**src/rtl/dcache_controller.sv**
```systemverilog
// Direct-mapped write-back data cache controller: byte-wide cpu port, 4-byte block memory port.
// Optional hit/miss counters are built in when DCACHE_STATS_EN is defined.
module dcache_controller #(
  parameter int INDEX_BITS = 3
) (
  input  logic        CLK,
  input  logic        RESET,
  input  logic        read,
  input  logic        write,
  input  logic [7:0]  address,
  input  logic [7:0]  writedata,
  output logic [7:0]  readdata,
  output logic        busywait,
  output logic        mem_read,
  output logic        mem_write,
  output logic [5:0]  mem_address,
  output logic [31:0] mem_writedata,
  input  logic [31:0] mem_readdata,
  input  logic        mem_busywait
`ifdef DCACHE_STATS_EN
  ,
  output logic [15:0] hit_count,
  output logic [15:0] miss_count
`endif
);

  localparam int NB    = 1 << INDEX_BITS;
  localparam int TAG_W = 6 - INDEX_BITS;

  localparam logic [1:0] IDLE      = 2'd0;
  localparam logic [1:0] WRITEBACK = 2'd1;
  localparam logic [1:0] FETCH     = 2'd2;
  localparam logic [1:0] UPDATE    = 2'd3;

  logic [1:0]            state;
  logic [1:0]            next_state;
  logic [31:0]           data [NB];
  logic [TAG_W-1:0]      tags [NB];
  logic [NB-1:0]         valid;
  logic [NB-1:0]         dirty;
  logic [31:0]           fill_buf;

  logic [TAG_W-1:0]      addr_tag;
  logic [INDEX_BITS-1:0] idx;
  logic [1:0]            offset;
  logic                  req;
  logic                  hit;
  logic                  write_hit;

  assign addr_tag  = address[7 -: TAG_W];
  assign idx       = address[2 +: INDEX_BITS];
  assign offset    = address[1:0];
  assign req       = read | write;
  assign hit       = valid[idx] && (tags[idx] == addr_tag);
  // write wins when read and write are both high
  assign write_hit = (state == IDLE) && write && hit;

  assign busywait = req && !((state == IDLE) && hit);

  always_comb begin
    next_state = state;
    case (state)
      IDLE:      if (req && !hit) next_state = dirty[idx] ? WRITEBACK : FETCH;
      WRITEBACK: if (!mem_busywait) next_state = FETCH;
      FETCH:     if (!mem_busywait) next_state = UPDATE;
      UPDATE:    next_state = IDLE;
      default:   next_state = IDLE;
    endcase
  end

  always_ff @(posedge CLK or posedge RESET) begin
    if (RESET) begin
      state    <= IDLE;
      valid    <= '0;
      dirty    <= '0;
      fill_buf <= '0;
    end else begin
      state <= next_state;
      if ((state == FETCH) && !mem_busywait) fill_buf <= mem_readdata;
      if (state == UPDATE) begin
        valid[idx] <= 1'b1;
        dirty[idx] <= 1'b0;
      end else if (write_hit) begin
        dirty[idx] <= 1'b1;
      end
    end
  end

  // Data and tags need no reset: valid gates every use of them.
  always_ff @(posedge CLK) begin
    if (state == UPDATE) begin
      data[idx] <= fill_buf;
      tags[idx] <= addr_tag;
    end else if (write_hit) begin
      data[idx][{offset, 3'b000} +: 8] <= writedata;
    end
  end

  always_comb begin
    mem_read      = (state == FETCH);
    mem_write     = (state == WRITEBACK);
    mem_address   = '0;
    mem_writedata = '0;
    case (state)
      WRITEBACK: begin
        mem_address   = {tags[idx], idx};
        mem_writedata = data[idx];
      end
      FETCH:   mem_address = {addr_tag, idx};
      default: mem_address = '0;
    endcase
  end

  assign readdata = RESET ? 8'h00 : data[idx][{offset, 3'b000} +: 8];

`ifdef DCACHE_STATS_EN
  logic replay;

  // replay marks the post-refill completion so it is not counted as a hit
  always_ff @(posedge CLK or posedge RESET) begin
    if (RESET) begin
      hit_count  <= '0;
      miss_count <= '0;
      replay     <= 1'b0;
    end else begin
      if (state == UPDATE) replay <= 1'b1;
      else if (state == IDLE) replay <= 1'b0;
      if ((state == IDLE) && req && hit && !replay && (hit_count != 16'hFFFF))
        hit_count <= hit_count + 16'd1;
      if ((state == IDLE) && req && !hit && (miss_count != 16'hFFFF))
        miss_count <= miss_count + 16'd1;
    end
  end
`else
  // Default build carries no statistics state.
`endif

endmodule

```
**config.mk**
```make
export PLATFORM = sky130hd
export DESIGN_NAME = dcache_controller
export DESIGN_NICKNAME = d
export VERILOG_FILES = /design/src/rtl/dcache_controller.sv
export SDC_FILE = /design/constraint.sdc
export NUM_CORES = 1
export LEC_CHECK = 0
export CAP_MARGIN = 30
export CORE_ASPECT_RATIO = 0.8
export CORE_MARGIN = 1
export CORE_UTILIZATION = 30
export CTS_CLUSTER_SIZE = 28
export DETAILED_ROUTE_END_ITERATION = 10
export MAX_ROUTING_LAYER = met4
export PLACE_DENSITY_LB_ADDON = 0.15
export SYNTH_ARGS = -nofsm -noshare
export SYNTH_HDL_FRONTEND = slang
export SYNTH_SLANG_ARGS = --single-unit
```
**constraint.sdc**
```tcl
create_clock -name CLK -period 3.13 [get_ports CLK]
set_clock_uncertainty 0.15 [all_clocks]
set_input_delay 0.626 -clock CLK [delete_from_list [all_inputs] [get_ports CLK]]
set_output_delay 0.626 -clock CLK [all_outputs]
set_load 0.005 [all_outputs]
```
==> impl_metrics.csv, run 1 <==
group,metric,value,unit
status,status,"finished with violations",
status,violations,"negative setup slack",
pwr,switchingPower,4.072,mW
global_routing,track_usage,21.70,%
sta,finalCriticalPeriod,3.283,ns
routing,drcViolationCount,0,
floorplan,rows,70,
synthesis,syn_area_per_cell,14.26,um^2
synthesis,synth_cell_types,56,
min_path,min_from,"valid[6]",
floorplan,chipWidth,245.4,um
synthesis,synth_cells,997,
global_routing,grt_max_degree,65,
floorplan,die_area,48280,um^2
routing,via_per_inst,5.007,
cts,cts_tree,"built",
layout,area_growth,46.96,%
synthesis,synth-seq-cells,330,
sta,hold_violations,0,
routing,routed_wl,50560,um
layout,antenna_cells,0,
routing,routed-via-count,10240,
sta,setup_viol,9,
min_path,hold_path_depth,2,
synthesis,synthesis.area,14220,um^2
cts,cts_inserted_buffers,36,
pwr,p_seq_share,42.3,%
run,cap_violations,0,
sta,slew_headroom,64.98,%
cts,cts_sinks,330,
floorplan,ios,102,
routing,wire_per_inst,24.72,um
min_path,hold_path_class,"flop to flop",
sta,timing.fmax,304.6,MHz
cts,cts_max_level,2,
cts,cts_buffer_depth,3,
routing,firstDrtPassIters,5,
pwr,internal_power,9.870,mW
worst_setup_path,worstSetupPathType,"input pin to output port",
floorplan,die_h,196.7,um
sta,postLayoutSetupSlackWorst,-0.1531,ns
pwr,p_per_area,667.3,nW/um^2
placement,dp_hpwl,36140,um
worst_setup_path,startpoint_type,"input pin",
routing,antenna_left,0,
worst_setup_path,r2r_cells,12,
pwr,combPwrFrac,27.4,%
cts,clk_pin_slew,0.06,ns
synthesis,synth_edf_count,280,
synthesis,yosys_warnings,0,
min_path,worstHoldEndpoint,"valid[6]",
placement,port_buffers,101,
cts,insertion_delay,0.54,ns
worst_setup_path,crit_arrival,2.51,ns
placement,gp_congestion,0.9100,
sta,grt_setup_unrepaired,"yes",
synthesis,ys_seq_area_share,67.93,%
worst_setup_path,r2r_slack,0.14,ns
worst_setup_path,cp.required,2.35,ns
layout,final_nets,1467,
pwr,clkPwrFrac,30.4,%
global_routing,first_global_vias,10280,
cts,clock-root-buffer,"clkbuf_16",
global_routing,antenna_found_initial,0,
global_routing,grt_pass1_wl,72190,um
layout,drive_above_1_share,41.80,%
pwr,netSwitchingFraction,29.21,%
placement,placed_cell_area,17870,um^2
routing,drt_iter0_markers,950,
floorplan,core,46240,um^2
worst_setup_path,end_kind,"output port",
layout,fillers,4194,
pwr,ir_drop,324.0,uV
pwr,leakage,7.951,nW
synthesis,ys.flop_type,"edfxtp_1",
synthesis,synth_nets,1059,
floorplan,start_util,30.75,%
global_routing,grt-ovfl-total,0,
worst_setup_path,rr_startpoint,"state[0]",
worst_setup_path,crit_fanout,7,
sta,slew_violations,0,
sta,finalCritPeriodShare,104.9,%
synthesis,ys_async_sr_fraction,15.15,%
sta,timing.setup.tns,-0.6601,ns
worst_setup_path,r2r-end,"data[6][25]",
sta,worst_pin_slew,0.5152,ns
layout,stdcell_area,20900,um^2
routing by layer:
layer	wire, um	track usage (%)
met5	0	-
met4	981	4.693
met3	3401	4.262
met2	23140	32.64
met1	23040	30.34
through the flow:
step | setup slack (ns) | cells | util (%) | hold slack, ns | power (mW)
floorplan | -0.08335 | 997 | - | 0.2644 | 7.402
global placement | -0.8347 | 1909 | 38.63 | 0.2813 | 9.370
detailed placement | -0.8759 | 1909 | 38.63 | 0.2833 | 9.391
CTS | -0.1294 | 2025 | 44.10 | 0.2960 | 13.84
global route | -0.1951 | 2045 | 45.18 | 0.3228 | 14.54
finish | -0.1531 | 2045 | 45.18 | 0.2976 | 13.94
flip-flops by register name, summed over array words and instances (netlist names), named ones only:
| register | cells |
|---|---|
| data | 256 |
| state | 2 |
| fill_buf | 32 |
| tags | 24 |
| valid | 8 |
critical path, cell delays in order:
cell      delay [ns]
buf_12          0.13
buf_12          0.14
buf_8           0.13
and3_4          0.16
a32o_1          0.22
a221oi_2        0.24
inv_1           0.08
mux4_2          0.47
and2_4          0.19
buf_6           0.11
logic make-up (layout without fill, tap and decap cells):
logic type                 count (synthesis)  after routing  synth area share [%]
AOI/OAI and AO/OA                        186            186                 9.583
xor gates and xnor gates                   2              2                0.3080
adders and majority gates                  9              9                0.7920
buffers and inverters                    106            542                 3.133
DFF                                      330            330                 67.93
muxes                                    115            115                 9.979
and+or+nand+nor                          249            249                 8.272
layout make-up:
class / instances / area (um^2) / share of cell area [%]
clock inverter: 23 / 198.9 / 0.9521
sequential: 330 / 9659 / 46.23
tap: 612 / 765.7 / 3.665
inverter: 51 / 197.7 / 0.9461
clock buffer: 43 / 969.7 / 4.641
multi-input combinational: 561 / 5039 / 24.11
timing repair buffer: 425 / 4065 / 19.46
synthesized netlist by cell type (12+ instances only):
library cell    n  share of area [%]
mux4_2         19                3.0
and2_1         26                1.1
inv_1          50                1.3
a21oi_1        15               0.53
nand2_1       109                2.9
o21ai_0        47                1.7
nor2b_1        22               0.97
edfxtp_1      280                 59
a221oi_1       35                2.2
dfrtp_1        50                8.8
mux2i_1        72                5.1
o22ai_1        12               0.53
buf_2          14               0.49
mux2_2         24                1.9
a22oi_1        18               0.95
nor2_1         58                1.5
clkbuf_1       32               0.84
how the worst max path moves through the flow:
stage	start	endpoint	slack (ns)	cells past startpoint
2_1_floorplan	address[4]	data[3][24]	-0.08	8
3_3_place_gp	address[3]	readdata[0]	-0.83	12
3_5_place_dp	address[3]	readdata[5]	-0.88	10
4_1_cts	address[3]	readdata[5]	-0.13	11
5_1_grt	address[2]	readdata[1]	-0.20	10
6_report	address[3]	readdata[1]	-0.15	10
power by group through the flow:
stage                     combinational, mW  clock, mW  sequential [mW]
after floorplan                        1.48          0             5.93
after global placement                 3.41          0             5.96
after detailed placement               3.43          0             5.96
after CTS                              3.66       4.30             5.88
after global routing                   4.12       4.49             5.93
final                                  3.82       4.23             5.89
layout by cell type, fill, tap and decap left out, types with 33 or more instances in the layout:
cell type	synthesis	routed
clkdlybuf4s50_1	0	54
dfrtp_1	50	50
inv_1	50	46
buf_6	2	43
o21ai_0	47	42
buf_4	1	242
nor2_1	58	38
mux2i_1	72	51
buf_12	0	33
edfxtp_1	280	280
nand2_1	109	104
clkbuf_16	0	39
what timing repair did:
action	in CTS	in global routing
endpoints found under the hold margin	0	0
setup buffers	50	28
hold buffers	0	0
pin swaps	55	45
gates cloned	4	1
gates resized for setup	314	96
endpoints found under the setup margin	218	432
(Power assumes the default switching activity.)
==> inputs of run 2 (changes only) <==
==> constraint.sdc (replaced) <==
create_clock -name CLK -period 3.13 [get_ports CLK]
set_clock_uncertainty 0.15 [all_clocks]
set_input_delay 0.313 -clock CLK [delete_from_list [all_inputs] [get_ports CLK]]
set_output_delay 0.313 -clock CLK [all_outputs]
set_load 0.005 [all_outputs]
==> run 2 against run 1 <==
  * The flow now finishes without violations
  * Largest power group unchanged
  * First-iteration DRC count down 22%
  * Critical endpoint is now readdata[2]
  * Worst hold slack worse by 0.12 ns
  * Maximum frequency up 6.0%
==> impl_metrics.csv, run 2 (synthesis gave the netlist of run 1 again) <==
group,metric,value,unit
status,status,"finished, final reports clean",
pwr,power,13.29,mW
routing,drcViolationCount,0,
sta,setup_viol,0,
floorplan,ios,102,
routing,firstDrtPassIters,5,
routing,routed-via-count,9790,
cts,cts_inserted_buffers,36,
layout,top_register,"data",
global_routing,grt_pass1_wl,66950,um
cts,cts_buffer_depth,3,
layout,area_growth,34.02,%
worst_setup_path,cpMostUsedCell,"buf_4",
min_path,hold_path_class,"input pin to flop",
layout,layout_commonest_cell,"edfxtp_1",
worst_setup_path,startpoint_type,"input pin",
placement,port_buffers,101,
worst_setup_path,critical-path-max-stage-delay,0.49,ns
sta,slew_headroom,52.49,%
sta,holdWs,0.1821,ns
sta,postLayoutSetupSlackWorst,0.03287,ns
global_routing,first_global_vias,9610,
worst_setup_path,cp.required,2.67,ns
routing,routed_wl,46740,um
worst_setup_path,crit_slowest_cell,"clkdlybuf4s50_1",
cts,clk_pin_slew,0.06,ns
sta,slew_violations,0,
layout,final_cells,1952,
cts,cts_tree,"built",
routing,antenna_left,0,
layout,final_core_util,41.21,%
floorplan,chipWidth,245.4,um
placement,dp_hpwl,34570,um
layout,drive_above_1_share,28.28,%
placement,placed_cell_area,17710,um^2
routing,wire_per_inst,23.94,um
global_routing,grt_max_degree,65,
global_routing,antenna_found_initial,0,
pwr,p_per_area,697.4,nW/um^2
sta,timing.fmax,322.9,MHz
placement,gp_congestion,0.8377,
layout,top_regs,"data: 256 flops, fill_buf: 32 flops, tags: 24 flops",
worst_setup_path,crit_fanout,17,
global_routing,grt-ovfl-total,0,
layout,antenna_cells,0,
layout,stdcell_area,19060,um^2
layout,final_nets,1384,
cts,clock-root-buffer,"clkbuf_16",
floorplan,die_area,48280,um^2
worst_setup_path,end_kind,"output port",
worst_setup_path,worstSetupPathType,"input pin to output port",
layout,most-common-layout-cells,"edfxtp_1, buf_4, nand2_1, clkdlybuf4s50_1, mux2i_1",
worst_setup_path,crit_arrival,2.63,ns
placement,dpl_worst_slack,-0.3891,ns
run,cap_violations,0,
sta,finalCriticalPeriod,3.097,ns
floorplan,die_h,196.7,um
sta,finalCritPeriodShare,98.95,%
pwr,ir_drop,316.3,uV
placement,placedCellCount,1886,
sta,timing.setup.tns,0,ns
routing,via_per_inst,5.015,
floorplan,start_util,30.75,%
worst_setup_path,cp_cell_sequence,"buf_4, buf_12, buf_12, nand2b_1, nor2_1, buf_4, nand2_1, o211ai_1, nor2_1, o32ai_2, buf_4, clkdlybuf4s50_1",
sta,hold_violations,0,
layout,largest_reg_flops,256,
sta,grt_setup_unrepaired,"yes",
cts,cts_max_level,2,
floorplan,core,46240,um^2
cts,insertion_delay,0.53,ns
pwr,leakage,7.112,nW
cts,cts_sinks,330,
sta,worst_pin_slew,0.6928,ns
routing,drt_iter0_markers,739,
floorplan,rows,70,
global_routing,track_usage,20.04,%
[run 2: routing by layer]
layer / track usage, % / up-vias / wire [um]
met5: - / - / 0
met4: 5.107 / 0 / 995
met3: 4.112 / 63 / 3226
met2: 28.59 / 344 / 20050
met1: 28.92 / 4963 / 22460
li1: - / 4420 / -
[run 2: what timing repair did]
item	in CTS	in global routing
gates resized for setup	38	18
hold buffers	0	0
setup endpoints to repair	15	9
pin swaps	5	3
setup buffers	7	4
[run 2: report_power, final]
group	internal, mW	switching [mW]
sequential	5.74	0.126
combinational	1.46	1.98
clock	2.27	1.71
[run 2: cell type report]
cell class | count | area, um^2
flip-flops and latches | 330 | 9659
clock inverters | 15 | 143.9
multi-input cells | 561 | 4298
fillers | 4407 | 27190
inverters | 51 | 195.2
repair buffers | 342 | 3074
well taps | 612 | 765.7
clock buffers | 41 | 919.6
[run 2: path summary, 6_finish.rpt]
check / start / endpoint / slack, ns / cells past startpoint
setup / recovery: address[4] / readdata[2] / 0.03 / 12
hold / removal: mem_readdata[10] / fill_buf[10] / 0.18 / 3
setup reg to reg: state[0] / data[6][27] / 0.17 / 12
hold reg to reg: valid[6] / valid[6] / 0.30 / 2
max in group asynchronous: RESET / fill_buf[3] / 1.96 / 3
min in group asynchronous: RESET / async pin / 0.39 / 3
[run 2: worst max-delay path, delay by kind of cell]
family | cells | cell delay [ns]
buffers and inverters | 6 | 1.31
AO/OA/AOI/OAI | 2 | 0.52
AND/OR/NAND/NOR | 4 | 0.46
